[src/rtl/bloom_ctrl_if.sv]
// Request/response channel between a key source and bloom_ctrl.
//   req_valid/req_ready  : request handshake, req_op selects query/insert/clear
//   req_data             : key
//   resp_valid/resp_ready: response handshake
//   resp_match/resp_err  : membership result / reserved-opcode flag
// The master modport is the key source; the slave modport is the controller.
interface bloom_ctrl_if #(
    parameter int D_SIZE = 8
);
    logic              req_valid;
    logic              req_ready;
    logic [1:0]        req_op;
    logic [D_SIZE-1:0] req_data;
    logic              resp_valid;
    logic              resp_ready;
    logic              resp_match;
    logic              resp_err;

    modport master (
        output req_valid, req_op, req_data, resp_ready,
        input  req_ready, resp_valid, resp_match, resp_err
    );

    modport slave (
        input  req_valid, req_op, req_data, resp_ready,
        output req_ready, resp_valid, resp_match, resp_err
    );
endinterface

[src/rtl/bloom_ctrl.sv]
// Bloom filter sequencer. Owns the filter bit-vector and serialises query,
// insert and clear requests against it. The k-hash mask for a key is built
// one hash per cycle, then checked against (and for inserts OR-ed into) the
// filter in a single apply cycle. Results are held on the response channel
// until the consumer takes them.
//
// Ports:
//   clk          : clock, rising edge
//   rst_n        : synchronous active-low reset (aborts any op, clears filter)
//   bus          : request/response channel (slave side)
//   gen_bloom    : mask of the current/last query or insert key
//   bloom_filter : filter contents
//   insert_count : completed inserts, saturating at all-ones
//
// state  | meaning
// -------+-------------------------------------------------------------
// IDLE   | waiting for a request, req_ready high
// HASH   | adding one hash bit per cycle to gen_bloom (K_HASH cycles)
// APPLY  | subset check against the old filter; insert ORs the mask in
// CLEAR  | zero the filter
// RESP   | response valid, held until resp_ready
module bloom_ctrl #(
    parameter int D_SIZE  = 8,
    parameter int BL_SIZE = 32,
    parameter int K_HASH  = 3,
    parameter int CNT_W   = 16
) (
    input  logic               clk,
    input  logic               rst_n,
    bloom_ctrl_if.slave        bus,
    output logic [BL_SIZE-1:0] gen_bloom,
    output logic [BL_SIZE-1:0] bloom_filter,
    output logic [CNT_W-1:0]   insert_count
);

    localparam int LB = $clog2(BL_SIZE);
    localparam int HW = D_SIZE + 4;
    localparam int CW = $clog2(K_HASH) + 1;

    typedef enum logic [2:0] {
        S_IDLE,
        S_HASH,
        S_APPLY,
        S_CLEAR,
        S_RESP
    } state_t;

    state_t             state_q, state_d;
    logic [D_SIZE-1:0]  key_q, key_d;
    logic               ins_q, ins_d;
    logic [CW-1:0]      cnt_q, cnt_d;
    logic [BL_SIZE-1:0] gen_q, gen_d;
    logic [BL_SIZE-1:0] filt_q, filt_d;
    logic [CNT_W-1:0]   icnt_q, icnt_d;
    logic               match_q, match_d;
    logic               err_q, err_d;

    logic [HW-1:0]      key_ext;
    logic [LB-1:0]      h_idx;

    // h_i = ((key ^ (key >> i)) + 5*i) mod BL_SIZE, evaluated at D_SIZE+4 bits
    // and truncated to the bit index width.
    always_comb begin
        key_ext = HW'(key_q);
        h_idx   = LB'((key_ext ^ (key_ext >> cnt_q)) + (HW'(cnt_q) * HW'(5)));
    end

    always_ff @(posedge clk) begin
        if (!rst_n) begin
            state_q <= S_IDLE;
            key_q   <= '0;
            ins_q   <= 1'b0;
            cnt_q   <= '0;
            gen_q   <= '0;
            filt_q  <= '0;
            icnt_q  <= '0;
            match_q <= 1'b0;
            err_q   <= 1'b0;
        end else begin
            state_q <= state_d;
            key_q   <= key_d;
            ins_q   <= ins_d;
            cnt_q   <= cnt_d;
            gen_q   <= gen_d;
            filt_q  <= filt_d;
            icnt_q  <= icnt_d;
            match_q <= match_d;
            err_q   <= err_d;
        end
    end

    always_comb begin
        state_d = state_q;
        key_d   = key_q;
        ins_d   = ins_q;
        cnt_d   = cnt_q;
        gen_d   = gen_q;
        filt_d  = filt_q;
        icnt_d  = icnt_q;
        match_d = match_q;
        err_d   = err_q;

        case (state_q)
            S_IDLE: begin
                if (bus.req_valid) begin
                    case (bus.req_op)
                        2'b00, 2'b01: begin
                            key_d   = bus.req_data;
                            ins_d   = bus.req_op[0];
                            gen_d   = '0;
                            cnt_d   = '0;
                            state_d = S_HASH;
                        end
                        2'b10: state_d = S_CLEAR;
                        default: begin
                            err_d   = 1'b1;
                            match_d = 1'b0;
                            state_d = S_RESP;
                        end
                    endcase
                end
            end
            S_HASH: begin
                gen_d = gen_q | (BL_SIZE'(1) << h_idx);
                cnt_d = cnt_q + CW'(1);
                if (cnt_q == CW'(K_HASH - 1)) begin
                    state_d = S_APPLY;
                end
            end
            S_APPLY: begin
                // Subset test uses the filter as it was before this op.
                match_d = &(~gen_q | filt_q);
                if (ins_q) begin
                    filt_d = filt_q | gen_q;
                    if (icnt_q != '1) begin
                        icnt_d = icnt_q + CNT_W'(1);
                    end
                end
                err_d   = 1'b0;
                state_d = S_RESP;
            end
            S_CLEAR: begin
                filt_d  = '0;
                match_d = 1'b0;
                err_d   = 1'b0;
                state_d = S_RESP;
            end
            S_RESP: begin
                if (bus.resp_ready) begin
                    state_d = S_IDLE;
                end
            end
            default: state_d = S_IDLE;
        endcase
    end

    assign bus.req_ready  = (state_q == S_IDLE);
    assign bus.resp_valid = (state_q == S_RESP);
    assign bus.resp_match = match_q;
    assign bus.resp_err   = err_q;
    assign gen_bloom      = gen_q;
    assign bloom_filter   = filt_q;
    assign insert_count   = icnt_q;

endmodule
[src/flat_wrapper.sv]
// flat-port wrapper written by rule: the top's interface ports become plain ports
module bloom_ctrl_flat 
#(
    parameter int D_SIZE  = 8,
    parameter int BL_SIZE = 32,
    parameter int K_HASH  = 3,
    parameter int CNT_W   = 16
)
  (clk, rst_n, gen_bloom, bloom_filter, insert_count, bus_req_valid, bus_req_op, bus_req_data, bus_resp_ready, bus_req_ready, bus_resp_valid, bus_resp_match, bus_resp_err);
  bloom_ctrl_if #(.D_SIZE(D_SIZE)) bus_i ();
  input  logic clk;
  input  logic rst_n;
  output logic [BL_SIZE-1:0] gen_bloom;
  output logic [BL_SIZE-1:0] bloom_filter;
  output logic [CNT_W-1:0] insert_count;
  input wire logic [$bits(bus_i.req_valid)-1:0] bus_req_valid;
  input wire logic [$bits(bus_i.req_op)-1:0] bus_req_op;
  input wire logic [$bits(bus_i.req_data)-1:0] bus_req_data;
  input wire logic [$bits(bus_i.resp_ready)-1:0] bus_resp_ready;
  output wire logic [$bits(bus_i.req_ready)-1:0] bus_req_ready;
  output wire logic [$bits(bus_i.resp_valid)-1:0] bus_resp_valid;
  output wire logic [$bits(bus_i.resp_match)-1:0] bus_resp_match;
  output wire logic [$bits(bus_i.resp_err)-1:0] bus_resp_err;
  assign bus_i.req_valid = bus_req_valid;
  assign bus_i.req_op = bus_req_op;
  assign bus_i.req_data = bus_req_data;
  assign bus_i.resp_ready = bus_resp_ready;
  assign bus_req_ready = bus_i.req_ready;
  assign bus_resp_valid = bus_i.resp_valid;
  assign bus_resp_match = bus_i.resp_match;
  assign bus_resp_err = bus_i.resp_err;
  bloom_ctrl #(.D_SIZE(D_SIZE), .BL_SIZE(BL_SIZE), .K_HASH(K_HASH), .CNT_W(CNT_W)) u_core (.clk(clk), .rst_n(rst_n), .bus(bus_i), .gen_bloom(gen_bloom), .bloom_filter(bloom_filter), .insert_count(insert_count));
endmodule
[config.mk]
export PLATFORM = sky130hd
export DESIGN_NAME = bloom_ctrl_flat
export DESIGN_NICKNAME = d
export VERILOG_FILES = /design/src/rtl/bloom_ctrl_if.sv /design/src/rtl/bloom_ctrl.sv /design/src/flat_wrapper.sv
export SDC_FILE = /design/constraint.sdc
export NUM_CORES = 1
export LEC_CHECK = 0
export CAP_MARGIN = 20
export CELL_PAD_IN_SITES_DETAIL_PLACEMENT = 1
export CELL_PAD_IN_SITES_GLOBAL_PLACEMENT = 1
export CORE_ASPECT_RATIO = 0.8
export CORE_MARGIN = 2
export CORE_UTILIZATION = 40
export CTS_BUF_LIST = sky130_fd_sc_hd__clkbuf_16
export DETAILED_ROUTE_END_ITERATION = 8
export PLACE_DENSITY = 0.9
export REMOVE_ABC_BUFFERS = 1
export SLEW_MARGIN = 10
export SYNTH_ARGS = -nofsm -noshare
export SYNTH_HDL_FRONTEND = slang
export SYNTH_SLANG_ARGS = --single-unit
[constraint.sdc]
create_clock -name clk -period 5 [get_ports clk]
set_input_delay 1 -clock clk [delete_from_list [all_inputs] [get_ports clk]]
set_output_delay 1 -clock clk [all_outputs]
set_load 0.05 [all_outputs]
# Word level (Yosys, flattened, before mapping)
# Cells that the tools add are included.
# totals
regBits,97
input_bits,14
out_inout_bits,84
wordCells,70
# op_classes
n_addsub,3
n_mul,1
eq_ne,14
shift,2
n_mux,19
bitwise,5
n_reduce_logical,17
# op_table
op,n
$pmux W32 S2,2
$mux W32,3
$or A32 B32 Y32,3
$not A32 Y32,1
$reduce_and A32 Y1,1
$shl A1 B5 Y32 const A,1
$reduce_and A3 Y1,6
$add A16 B1 Y16 const B,1
$ne A16 B16 Y1 const B,1
$mux W3,5
$pmux W3 S2,2
$pmux W3 S4,1
$eq A3 B2 Y1 const B,3
$shr A8 B3 Y5,1
$ne A2 B1 Y1 const B,3
$ne A2 B2 Y1 const B,3
$reduce_bool A2 Y1,3
$add A5 B5 Y5,1
$mul A3 B3 Y5 const B,1
$xor A5 B5 Y5,1
$mux W1,4
$reduce_or A2 Y1,2
$add A3 B1 Y3 const B,1
$eq A3 B1 Y1 const B,1
10 further kinds,10

# Logic depth before layout (Yosys ltp)
# Gate-level depths: netlist (run 1).
# depth
word_depth,6
depth_mapped,14
mapped_depth_nobuf,12

# Worst setup path before layout (run 1)
# OpenSTA, ideal clock, no wires.
# synth_path
kind,register to register
start,register u_core.cnt_q[1]
end,"register u_core.gen_q[16], in the netlist u_core.gen_bloom[16]"
setup_ns,0.116
arrival_time_ns,2.969
required_ns,4.884
slack_ns,1.916
path_stages_with_launch,14
path_buffers,2
synth_period_minus_slack_ns,3.084
cell_sequence,dfxtp_1 > buf_6 > mux2_2 > o21ai_0 > o32ai_1 > xnor2_1 > fa_1 > inv_1 > ha_1 > a21oi_2 > xnor2_2 > xor2_2 > buf_6 > o21ai_2
# synth_via
elab_chain_cells,6
elab_cells_between_ends,7
classes_between,add/sub (1); mul (1); shift (2); mux (1); bitwise (2)
# synth_rtl
item,line,text
start: declaration,bloom_ctrl.sv:51,"logic [CW-1:0] cnt_q, cnt_d;"
start signal: assignment,bloom_ctrl.sv:83,cnt_q <= cnt_d;
branches (longest 2 deep; another with $mul A3 B3 Y5),-,
$add A5 B5 Y5 (*),bloom_ctrl.sv:65,h_idx = LB'((key_ext ^ (key_ext >> cnt_q)) + (HW'(cnt_q) * HW'(5)));
$shl A1 B5 Y32 (*),bloom_ctrl.sv:124,gen_d = gen_q | (BL_SIZE'(1) << h_idx);
$or A32 B32 Y32 (*),bloom_ctrl.sv:124,
$pmux W32 S2 (*),bloom_ctrl.sv:103,case (state_q)
end signal: assignment,bloom_ctrl.sv:84,gen_q <= gen_d;
end: declaration,bloom_ctrl.sv:52,"logic [BL_SIZE-1:0] gen_q, gen_d;"
# Every way passes the cells marked *.
# A chain may end at the register's enable or synchronous reset.

# Final worst setup path (run 1)
# layout_path
start,register u_core.cnt_q[1]
end,"register u_core.gen_q[21], in the netlist u_core.gen_bloom[21]"
# Same word-level chain as after synthesis.

==> flow_summary_export.csv, run 1 <==
group,metric,value,unit
clock_tree,clock_latency,0.35,ns
power_and_ir_drop,power_frac_comb,11.9,%
sta,slew_headroom,31.31,%
floorplanning,coreArea,10760,sq um
clock_tree,cts_buffer_depth,2,
synth,yosysMostFrequentCell,"dfxtp_1",
synth,synth.avg_cell_area,8.591,sq um
synth,synth_area,4364,sq um
sta,rsz0062_at_grt,"false",
clock_tree,cts.repair.resized,0,
placement,gp_congestion,0.8202,
detailed_routing,viasPerCell,5.348,
sta,fin_setup_tns,0,ns
floorplanning,rows,34,
job,cap_violations,0,
power_and_ir_drop,switching_share,27.38,%
detailed_routing,num_vias,4011,
finish,drive_gt1_share,9.406,%
placement,preCtsSetupSlack,0.9317,ns
clock_tree,h-tree-depth,3,
clock_tree,clkTransAtPathRegs,0.07,ns
worst_hold_path,hold_path_class,"reg -> reg",
synth,ys_seq_elements,97,
synth,synth_edf_count,0,
floorplanning,die-area,11770,sq um
synth,synth_top_area_share,44.50,%
detailed_routing,drcViolationCount,0,
setup_path,path_class,"reg -> reg",
finish,syn_to_final_growth,32.48,%
clock_tree,cts_hold_buf,0,
detailed_routing,post_drt_wl_per_cell,17.70,um
finish,antenna_cells,0,
setup_path,path_buf_inv,1,
global_routing,overflow,0,
sta,fin_hold_ws,0.4952,ns
global_routing,grt_pass1_vias,4171,
synth,synth_warnings,0,
placement,dpl.hpwl,9399,um
floorplanning,io_pins,98,
synth,synth-main-ff-cell,"dfxtp_1",
clock_tree,post-cts-setup-buffers,0,
detailed_routing,wl,13280,um
setup_path,crit_family,"XOR/XNOR gates",
setup_path,path_cells,"mux2_2 -> o21ai_0 -> o32ai_1 -> xnor2_1 -> fa_1 -> inv_1 -> ha_1 -> a21oi_2 -> xnor2_2 -> xor2_2 -> o21ai_0",
global_routing,grt_pass1_wl,21500,um
sta,setup_viol,0,
sta,worstMarginPinSlew,1.029,ns
synth,syn_inst,508,
finish,nets,628,
sta,drv_slew,0,
power_and_ir_drop,p_clk_share,41.3,%
finish,fillerInstances,1269,
power_and_ir_drop,power_frac_seq,46.8,%
sta,post-route-period-util,81.47,%
finish,fin_cells,750,
sta,max_clock_freq,245.5,MHz
global_routing,grt.total_usage,23.33,%
finish,postLayoutCoreUtil,53.72,%
power_and_ir_drop,peakVddDrop,0.1576,mV
synth,async_flop_share,0,%
sta,fin_crit,4.074,ns
run_status,status,"completed",
sta,setup_ws,0.9264,ns
floorplanning,start_util,40.55,%
power_and_ir_drop,power_density,297.3,nW/um^2
power_and_ir_drop,p_switching,470.7,uW
global_routing,antenna_found_initial,0,
setup_path,slowest_delay,0.81,ns
setup_path,setup.worst_path.start_class,"flip-flop",
placement,io_buffers,97,
synth,synth.area.top_cells,"dfxtp_1 44%, nor2_1 6.3%, nand2_1 5.2%",
floorplanning,die-height,97.43,um
clock_tree,cts-root-buf,"clkbuf_16",
setup_path,crit_fanout,16,
setup_path,cp_slowest_cell,"xor2_2",
detailed_routing,drt_iter0_markers,220,
synth,netlist.top_cell.by_area,"dfxtp_1",
synth,seq_area_frac_synth,44.50,%
sta,finalHoldViolCount,0,
clock_tree,clock-sinks,97,
placement,place_inst,733,
setup_path,crit_arrival,4.27,ns
detailed_routing,drt_first_pass_iters,4,
sta,fin_skew,0.008540,ns
synth,synth.top_cells.by_count,"97 x dfxtp_1, 73 x nor2_1, 61 x nand2_1",
setup_path,crit_required,5.19,ns
setup_path,end_kind,"flip-flop",
clock_tree,numCtsBuffers,9,
global_routing,grt_max_degree,35,
power_and_ir_drop,p_leak,0.001998,uW
floorplanning,die_w,120.8,um
power_and_ir_drop,internal_power,1248,uW
setup_path,critical_path.most_common_cell,"o21ai_0",
clock_tree,cts_tree,"yes",
detailed_routing,ant_nets,0,
synth,synth.distinct_cells,47,
flip-flops by register name, summed over array words and instances (netlist names):
register,flops
u_core.key_q,8
u_core.gen_bloom,32
u_core.bus.resp_match,1
u_core.insert_count,16
u_core.ins_q,1
u_core.cnt_q,3
u_core.state_q,3
u_core.bloom_filter,32
u_core.bus.resp_err,1
routing by layer:
metal | share of wire, % | wire length, um | track usage (%)
met1 | 43 | 5728 | 28.32
met2 | 51 | 6757 | 40.90
met3 | 3.8 | 507 | 5.399
met4 | 2.1 | 284 | 7.066
met5 | 0 | 0 | 0
metrics by stage:
step | power, uW | cell area [sq um]
global placement | 1008 | 5453
global route | 1785 | 5782
finish | 1719 | 5782
floorplan | 949.3 | 4263
CTS | 1725 | 5754
detailed placement | 1020 | 5453
tightest hold or removal path, cell delays in order, from the launching register on:
cell     delay [ns]
dfxtp_1        0.33
nand2_1        0.06
o22ai_1        0.06
final timing paths:
check | cells after the start | slack [ns] | from | endpoint
setup / recovery | 11 | 0.93 | u_core.cnt_q[1] | u_core.gen_bloom[21]
hold / removal | 2 | 0.50 | u_core.bus.resp_match | u_core.bus.resp_match
setup reg to reg | 11 | 0.93 | u_core.cnt_q[1] | u_core.gen_bloom[21]
hold reg to reg | 2 | 0.50 | u_core.bus.resp_match | u_core.bus.resp_match
cells by family after synthesis:
kind of cell,share of synthesized area [%]
fa+ha+maj,4.071
simple gates,20.13
mux,4.960
buf+inv,5.849
xor+xnor,5.734
compound gates,14.77
flops,44.50
layout by cell type, fill, tap and decap left out, types with 3 or more instances in the layout:
cell / n
xor2_1: 5
nor4_2: 5
buf_4: 4
xnor2_1: 18
nand3_1: 12
o21ai_0: 16
clkbuf_16: 9
nor4_1: 3
clkdlybuf4s50_1: 97
a221oi_1: 4
nand4_1: 9
ha_1: 11
nor3_1: 8
o22ai_1: 12
nor2_1: 72
o21ai_2: 20
a31oi_1: 3
inv_1: 41
mux2i_1: 16
nor2b_1: 6
dfxtp_1: 97
a21oi_1: 37
and4_1: 3
nand2_1: 61
power by group through the flow:
stage	Combinational [uW]	Sequential, uW	Clock [uW]
5_1_grt	221	806	758
6_report	205	804	710
3_3_place_gp	188	820	0
3_5_place_dp	199	822	0
2_1_floorplan	119	830	0
4_1_cts	201	804	720
area by class of cell:
cell class / count / area [sq um] / share of cell area [%]
multi-input combinational: 350 / 2176 / 37.63
sequential: 97 / 1942 / 33.59
timing repair buffer: 102 / 1028 / 17.79
clock buffer: 9 / 225.2 / 3.895
tap: 144 / 180.2 / 3.116
inverter: 41 / 153.9 / 2.662
clock inverter: 7 / 76.32 / 1.320
(Power assumes the default switching activity.)
==> run 2: changes to the inputs <==
Settings changed: CORE_UTILIZATION 40 to 37, PLACE_DENSITY 0.9 to 0.84.
Clock period 5 ns to 4 ns, I/O delays scaled along.
==> flow_summary_export.csv, run 2 (synthesis results as in run 1) <==
group,metric,value,unit
detailed_routing,viasPerCell,5.257,
setup_path,crit_fanout,16,
setup_path,path_class,"reg -> reg",
sta,slew_headroom,41.74,%
sta,fin_crit,3.640,ns
global_routing,grt_pass1_vias,4179,
sta,post-route-period-util,90.99,%
sta,rsz0062_at_grt,"false",
global_routing,use_met3,3.645,%
sta,fin_setup_tns,0,ns
setup_path,slowest_delay,0.58,ns
job,cap_violations,0,
setup_path,crit_required,4.20,ns
floorplanning,die-height,101.1,um
setup_path,r2r_cells,12,
placement,dpl.hpwl,9440,um
setup_path,r2r_start,"u_core.cnt_q[1]",
clock_tree,cts.repair.resized,0,
global_routing,use_met2,37.13,%
worst_hold_path,hold_path_class,"reg -> reg",
clock_tree,clock_latency,0.34,ns
finish,syn_to_final_growth,34.15,%
detailed_routing,drt_first_pass_iters,4,
global_routing,met1_usage,25.49,%
clock_tree,clkTransAtPathRegs,0.07,ns
worst_hold_path,hold_end,"u_core.bloom_filter[29]",
detailed_routing,post_drt_wl_per_cell,17.14,um
detailed_routing,drcViolationCount,0,
finish,nets,630,
sta,setup_ws,0.3603,ns
placement,io_buffers,97,
sta,setup_viol,0,
setup_path,reg2reg_to,"u_core.gen_bloom[4]",
clock_tree,numCtsBuffers,9,
sta,max_clock_freq,274.7,MHz
setup_path,cp_slowest_cell,"xnor2_4",
sta,finalHoldViolCount,0,
floorplanning,coreArea,11520,sq um
global_routing,grt_max_degree,33,
global_routing,gr-max-usage-layer,"met2",
run_status,status,"completed",
placement,preCtsSetupSlack,0.09022,ns
finish,antenna_cells,0,
worst_hold_path,whs_path_depth,2,
global_routing,overflow,0,
worst_hold_path,min_from,"u_core.bloom_filter[29]",
clock_tree,clock-sinks,97,
setup_path,setup.worst_path.start_class,"flip-flop",
power_and_ir_drop,power_density,385.7,nW/um^2
detailed_routing,ant_nets,0,
finish,layout_common_cells,"97 x clkdlybuf4s50_1, 97 x dfxtp_1, 72 x nor2_1",
detailed_routing,wl,12960,um
placement,gp_congestion,0.8829,
global_routing,antenna_found_initial,0,
setup_path,crit_arrival,3.84,ns
sta,fin_skew,0.006869,ns
power_and_ir_drop,peakVddDrop,0.2288,mV
finish,drive_gt1_share,9.539,%
clock_tree,cts_buffer_depth,2,
floorplanning,die_w,125.4,um
setup_path,cp-startpoint,"u_core.cnt_q[1]",
sta,worstMarginPinSlew,0.8659,ns
clock_tree,h-tree-depth,3,
setup_path,path_cells,"buf_4 -> mux2i_1 -> a21oi_1 -> o21ai_0 -> xnor2_1 -> ha_1 -> ha_1 -> a21o_1 -> a21oi_2 -> xnor2_2 -> xnor2_4 -> o21ai_0",
finish,postLayoutCoreUtil,50.83,%
detailed_routing,num_vias,3974,
power_and_ir_drop,p_leak,0.002031,uW
floorplanning,rows,35,
clock_tree,cts-root-buf,"clkbuf_16",
global_routing,grt_pass1_wl,21010,um
clock_tree,cts_hold_buf,0,
clock_tree,cts_tree,"yes",
sta,drv_slew,0,
setup_path,reg2reg_slack,0.36,ns
floorplanning,die-area,12690,sq um
floorplanning,io_pins,98,
clock_tree,post-cts-setup-buffers,0,
floorplanning,start_util,37.89,%
setup_path,end_kind,"flip-flop",
detailed_routing,drt_iter0_markers,241,
global_routing,grt.total_usage,20.56,%
## run 2: cell types whose count changed in the layout (fill, tap and decap cells not counted), sizes merged
cell      previous run  this run
buf                  5         7
bufinv               1         3
clkinvlp             2         1
inv                 43        42
## run 2: report_power, final
group / internal, uW / total [uW] / switching (uW) / leakage [uW]
clock: 612 / 992 / 379 / 0.000165
sequential: 979 / 1000 / 24.5 / 0.000783
combinational: 94.7 / 262 / 168 / 0.00108
## run 2: worst max-delay path, delay by kind of cell (launching register included)
family,cells,cell delay (ns)
adder cells (fa/ha/maj),2,0.61
buffers and inverters,1,0.23
multiplexers,1,0.25
flip-flops,1,0.51
AO/OA/AOI/OAI,5,0.94
XOR/XNOR,3,0.95
## run 2: how the worst max path moves through the flow
stage / to / cells after the start / slack (ns)
2_1_floorplan: u_core.gen_bloom[10] / 5 / 0.38
3_3_place_gp: u_core.gen_bloom[0] / 13 / 0.29
3_5_place_dp: u_core.gen_bloom[0] / 13 / 0.09
6_report: u_core.gen_bloom[4] / 12 / 0.36
4_1_cts: u_core.gen_bloom[0] / 12 / 0.07
5_1_grt: u_core.gen_bloom[5] / 12 / 0.10
## run 2: stage by stage
step / area, sq um / hold slack [ns] / std cells / total power (uW)
after detailed placement: 5500 / 0.4802 / 740 / 1282
after CTS: 5843 / 0.4961 / 756 / 2271
after global routing: 5854 / 0.5310 / 756 / 2340
after floorplan: 4263 / 0.4768 / 488 / 1187
final: 5854 / 0.4982 / 756 / 2258
after global placement: 5473 / 0.4676 / 739 / 1264
## run 2: layout make-up
type                            instances  area (sq um)
Fill cell                            1338          5663
Tap cell                              148         185.2
Clock inverter                          7         117.6
Inverter                               41         153.9
Clock buffer                            9         225.2
Sequential cell                        97          1942
Multi-Input combinational cell        350          2187
Timing Repair Buffer                  104          1044
## run 2: routing by layer
layer / up-vias / wire length [um]
li1: 1906 / -
met1: 1942 / 5961
met2: 108 / 6371
met3: 18 / 451
met4: 0 / 171
met5: - / 0
